--- config.mk ---
export PLATFORM = sky130hd
export DESIGN_NAME = nonce_sweep_ctrl
export DESIGN_NICKNAME = d
export VERILOG_FILES = /design/src/rtl/nonce_sweep_ctrl.sv
export SDC_FILE = /design/constraint.sdc
export NUM_CORES = 1
export LEC_CHECK = 0
export ABC_CLOCK_PERIOD_IN_PS = 4370
export CAP_MARGIN = 40
export CORE_AREA = 8 8 164 166
export DETAILED_ROUTE_END_ITERATION = 6
export DIE_AREA = 0 0 172 174
export GPL_TIMING_DRIVEN = 0
export SLEW_MARGIN = 20
export SYNTH_ARGS = -nofsm -noshare
export SYNTH_HDL_FRONTEND = slang
export SYNTH_SLANG_ARGS = --single-unit
--- constraint.sdc ---
create_clock -name clk -period 4.37 [get_ports clk]
set_input_delay 0.437 -clock clk [delete_from_list [all_inputs] [get_ports clk]]
set_output_delay 0.437 -clock clk [all_outputs]
set_load 0.01 [all_outputs]
--- src/rtl/nonce_sweep_ctrl.sv ---
// nonce_sweep_ctrl
//   Walks the hash core through one block. Starting at start_nonce, it offers one
//   nonce per cycle up to and including end_nonce. It counts the nonces in flight,
//   pairs the in-order results with their nonces and reports the winning ones.
//
//   Optional build macro: STOP_ON_FIRST_EN
//     defined   - the first success ends issuing, as an abort would. The drain that
//                 follows still pulses done. Any later success is not reported.
//     undefined - the whole range is swept and every success is reported.
//
// Ports
//   clk, rst              clock (rising edge), synchronous active-low reset
//   start                 begin a sweep; sampled only while idle
//   start_nonce/end_nonce inclusive nonce range, sampled with start
//   abort                 cancel the sweep in progress
//   core_ready            core accepts an issue this cycle
//   issue_valid/_nonce    nonce offered to the core (transfer on valid && ready)
//   issue_new_block       marks the first issue of a sweep
//   res_valid/res_success in-order result from the core
//   found_valid/_nonce    one-cycle pulse with the winning nonce
//   busy                  controller not idle
//   done                  one-cycle pulse: sweep completed and drained, not aborted
//   err                   sticky: result arrived with nothing in flight
module nonce_sweep_ctrl #(
  parameter int unsigned PIPE_DEPTH = 64,
  parameter int unsigned COUNTBITS  = 6
) (
  input  logic        clk,
  input  logic        rst,
  input  logic        start,
  input  logic [31:0] start_nonce,
  input  logic [31:0] end_nonce,
  input  logic        abort,
  input  logic        core_ready,
  output logic        issue_valid,
  output logic [31:0] issue_nonce,
  output logic        issue_new_block,
  input  logic        res_valid,
  input  logic        res_success,
  output logic        found_valid,
  output logic [31:0] found_nonce,
  output logic        busy,
  output logic        done,
  output logic        err
);

  localparam logic [1:0] S_IDLE  = 2'd0;
  localparam logic [1:0] S_SWEEP = 2'd1;
  localparam logic [1:0] S_DRAIN = 2'd2;

  localparam logic [COUNTBITS:0] C_DEPTH = (COUNTBITS+1)'(PIPE_DEPTH);
  localparam logic [COUNTBITS:0] C_ONE   = (COUNTBITS+1)'(1);

  logic [1:0]         r_state;
  logic [32:0]        r_remaining;
  logic [31:0]        r_issue_nonce;
  logic [31:0]        r_res_nonce;
  logic [COUNTBITS:0] r_inflight;
  logic               r_aborted;
  logic               r_new_block;
  logic               r_found_valid;
  logic [31:0]        r_found_nonce;
  logic               r_done;
  logic               r_err;

  logic w_active;
  logic w_abort;
  logic w_res_ok;
  logic w_hit;
  logic w_report;
  logic w_stop;
  logic w_issue_valid;
  logic w_xfer;
  logic w_last;

  assign w_active = (r_state != S_IDLE);
  assign w_abort  = abort && w_active;
  // A result only counts when something is in flight; otherwise it is an error.
  assign w_res_ok = res_valid && (r_inflight != '0);
  // Results that arrive after an abort, or in the abort cycle itself, are discarded.
  assign w_hit    = w_res_ok && res_success && !r_aborted && !w_abort;

`ifdef STOP_ON_FIRST_EN
  logic r_stopped;
  assign w_report = w_hit && !r_stopped;
  // The first hit during SWEEP stops issuing in the same cycle, as abort does.
  assign w_stop   = w_report && (r_state == S_SWEEP);
`else
  assign w_report = w_hit;
  assign w_stop   = 1'b0;
`endif

  assign w_issue_valid = (r_state == S_SWEEP) && (r_inflight < C_DEPTH) && !abort && !w_stop;
  assign w_xfer        = w_issue_valid && core_ready;
  assign w_last        = w_xfer && (r_remaining == 33'd1);

  assign issue_valid     = w_issue_valid;
  assign issue_nonce     = r_issue_nonce;
  assign issue_new_block = r_new_block && w_issue_valid;
  assign found_valid     = r_found_valid;
  assign found_nonce     = r_found_nonce;
  assign busy            = w_active;
  assign done            = r_done;
  assign err             = r_err;

  always_ff @(posedge clk) begin
    if (!rst) begin
      r_state       <= S_IDLE;
      r_remaining   <= '0;
      r_issue_nonce <= '0;
      r_res_nonce   <= '0;
      r_inflight    <= '0;
      r_aborted     <= 1'b0;
      r_new_block   <= 1'b0;
      r_found_valid <= 1'b0;
      r_found_nonce <= '0;
      r_done        <= 1'b0;
      r_err         <= 1'b0;
`ifdef STOP_ON_FIRST_EN
      r_stopped     <= 1'b0;
`endif
    end else begin
      r_found_valid <= w_report;
      if (w_report) r_found_nonce <= r_res_nonce;
      r_done <= 1'b0;

      if (res_valid && (r_inflight == '0)) r_err <= 1'b1;

      // An issue and a result in the same cycle leave the count unchanged.
      case ({w_xfer, w_res_ok})
        2'b10:   r_inflight <= r_inflight + C_ONE;
        2'b01:   r_inflight <= r_inflight - C_ONE;
        default: r_inflight <= r_inflight;
      endcase

      if (w_res_ok) r_res_nonce <= r_res_nonce + 32'd1;

      if (w_xfer) begin
        r_issue_nonce <= r_issue_nonce + 32'd1;
        r_remaining   <= r_remaining - 33'd1;
        r_new_block   <= 1'b0;
      end

`ifdef STOP_ON_FIRST_EN
      if (w_report) r_stopped <= 1'b1;
`endif

      case (r_state)
        S_IDLE: begin
          if (start) begin
            r_state       <= S_SWEEP;
            r_issue_nonce <= start_nonce;
            r_res_nonce   <= start_nonce;
            // The count is held in 33 bits so that end == start-1 gives all 2^32 nonces.
            r_remaining   <= {1'b0, end_nonce - start_nonce} + 33'd1;
            r_aborted     <= 1'b0;
            r_new_block   <= 1'b1;
`ifdef STOP_ON_FIRST_EN
            r_stopped     <= 1'b0;
`endif
          end
        end
        S_SWEEP: begin
          if (w_abort) begin
            r_state   <= S_DRAIN;
            r_aborted <= 1'b1;
          end else if (w_last || w_stop) begin
            r_state <= S_DRAIN;
          end
        end
        S_DRAIN: begin
          if (w_abort) r_aborted <= 1'b1;
          if (r_inflight == '0) begin
            r_state <= S_IDLE;
            r_done  <= !(r_aborted || w_abort);
          end
        end
        default: r_state <= S_IDLE;
      endcase
    end
  end

endmodule

==> run metrics <==
initial core utilization 38.8%; Hold Startpoint found_nonce[3]$_SDFFE_PN0P_; die footprint 29900 µm²; first-pass GRT wire length 44100 µm; area grow syn2layout 25.5%; Tcrit/Tclk final 96.8%; layout cells sized above 1 6.37%; CP Launch Point start_nonce[0]; pre-CTS setup slack -0.251 ns; final core utilization 48.7%; minimum clock period 4.23 ns; Die Width 172 µm; Max Clk Rate 236 MHz; # DRC 0; I/O Buffers 140; H-tree depth 4; I/O pins 141; post-synthesis cell count 1225; routability congestion estimate 0.896; FF+latch count, synth 143; GR Overflow Total 0; max-cap violations 0; post-synth top area share 30.1%; syn nets 1343; RSZ-0062 raised after global routing false; Post-synth EDFFs 0; reg2reg start r_state[1]$_SDFFE_PN0P_; Root Driver clkbuf_16; Synth area leader dfxtp_1; VDD IR max 246 µV; via count 8981; DP HPWL 22700 µm; Pins Over Slew Limit 0; Worst Path Required 4.71 ns; total track usage 18.4%; Detail Route Antenna Nets 0; most frequent cell after synthesis nand2_1; worst skew pair latency 0.42 ns; Syn Std Cell Area 9520 µm²; CP Max Fanout 4; Crit Path Category primary input to register; Seq/Total Area, Yosys 30.1%; initial antenna violation count 3; Register Area 2860 µm²; Crit. End Element register; Core Rows 58; final worst setup slack 0.138 ns; layout filler cell count 2503; critical path data arrival time 4.57 ns; # nets final 1502; clock sinks 143; Worst slew margin 43.7%; Routed wire per std cell 16.2 µm; postcts setup bufs 0; status completed; largest net degree at the start of global routing 17; Worst Tran Pin Value 0.839 ns; Multi-input gate area 6140 µm²; Pre-antenna DRT Iters 5; 1st-iter DRT viols 519; post-synth cell types 92; core region area 24500 µm²; Async SR Flop Fraction 0%; CTS Buffer Depth 2; clock slew at reported path FFs 0.07 ns; Syn. warnings 0; Die Ht 174 µm; Post-Route WL 28000 µm; Power Dens Cells 399 nW/µm²; via/cell ratio 5.19; CTS Buf Count 17; top_reg_cell synth dfxtp_1; leakage power 4.39 nW; top cells by count, synth nand2_1 (152), a21oi_1 (149), dfxtp_1 (143); critical path startpoint category primary input; top post-synthesis cells by area dfxtp_1 (30%), a21oi_1 (7.8%), xor2_1 (6.6%); Final Hold Vio Count 0; worst hold path class register to register; Syn Area/Cell 7.77 µm²; Setup Skew 0.00902 ns; Setup-failing EPs final 0; TritonCTS clock tree done; vias in the first global route 8628
[final cells by class]
type | count | area share (%)
Inverter | 59 | 1.86
Antenna cell | 3 | 0.0629
Clock buffer | 17 | 3.56
Sequential cell | 143 | 24.0
Tap cell | 330 | 3.46
Buffer | 58 | 2.54
Multi-Input combinational cell | 965 | 51.4
Timing Repair Buffer | 140 | 11.7
Clock inverter | 15 | 1.39
[what timing repair did]
item	in CTS	in global routing
hold buffers	0	0
setup endpoints to repair	0	1
gates resized for setup	0	1
[state kept, by name (all words and copies together) (netlist names), 2 cells and up]
signal and cells:
r_res_nonce 32, found_nonce 32, r_state 2, r_remaining 33, r_inflight 7, issue_nonce 32
[cell families after synthesis]
| kind of cell | synth area share (%) |
|---|---|
| XOR/XNOR | 13.2 |
| adder cells (fa/ha/maj) | 6.34 |
| AO/OA/AOI/OAI | 22.1 |
| AND/OR/NAND/NOR | 22.3 |
| buffers and inverters | 5.51 |
| multiplexers | 0.421 |
| flip-flops | 30.1 |
[report_power, final]
group / switching [mW] / total, mW / internal [mW]
clock network: 0.627 / 1.44 / 0.814
logic: 0.913 / 1.60 / 0.692
registers: 0.208 / 1.72 / 1.51
[worst paths after layout]
| path | endpoint | slack [ns] | cells after the start |
|---|---|---|---|
| worst max register to register | r_inflight[6]$_SDFFE_PN0P_ | 0.74 | 16 |
| worst min-delay path | found_nonce[3]$_SDFFE_PN0P_ | 0.45 | 2 |
| worst min register to register | found_nonce[3]$_SDFFE_PN0P_ | 0.45 | 2 |
| worst max-delay path | r_remaining[31]$_SDFF_PN0_ | 0.14 | 14 |
[through the flow]
| step | total power, mW | cell area, µm² | setup TNS (ns) | std cells | hold slack, ns |
|---|---|---|---|---|---|
| 6_report | 4.76 | 11900 | 0 | 1730 | 0.453 |
| 5_1_grt | 5.05 | 11900 | 0 | 1730 | 0.467 |
| 4_1_cts | 4.79 | 11900 | 0 | 1727 | 0.457 |
| 3_5_place_dp | 3.34 | 11300 | -0.595 | 1695 | 0.448 |
| 3_3_place_gp | 3.32 | 11300 | -0.544 | 1695 | 0.444 |
| 2_1_floorplan | 2.77 | 9520 | 0 | 1225 | 0.432 |
[placed cells by master, fill, tap and decap left out, drive strengths merged, types with 6 or more instances in the layout]
master,count
xor2,72
a21oi,156
nor3,30
o21ai,71
nand2b,6
o211ai,10
or3,10
dfxtp,143
o21a,8
a211oi,32
nor2,99
and4,8
nor4,11
buf,14
inv,67
and3,21
ha,45
and2,9
or4,9
nand4,21
xnor2,71
nand3,42
clkdlybuf4s50,140
a21o,12
clkbuf,61
nand2,152
[worst max-delay path, cell delays in order]
cell	delay, ns
clkdlybuf4s50_1	0.51
ha_1	0.18
inv_1	0.05
fa_1	0.45
a211oi_4	0.31
o21ai_2	0.16
a221oi_2	0.48
a22oi_2	0.17
a221oi_1	0.39
xnor2_1	0.24
nand2b_2	0.10
or4_1	0.57
o311a_1	0.32
a211oi_1	0.20
[routing by layer]
metal  track usage, %  vias to the layer above  routed length [µm]
met2             30.0                      190               13000
li1                 -                     4642                   -
met1             23.9                     4107               13000
met5                0                        -                   0
met4             7.33                        0                 692
met3             2.50                       42                1320
Power figures use the tool's default switching activity.
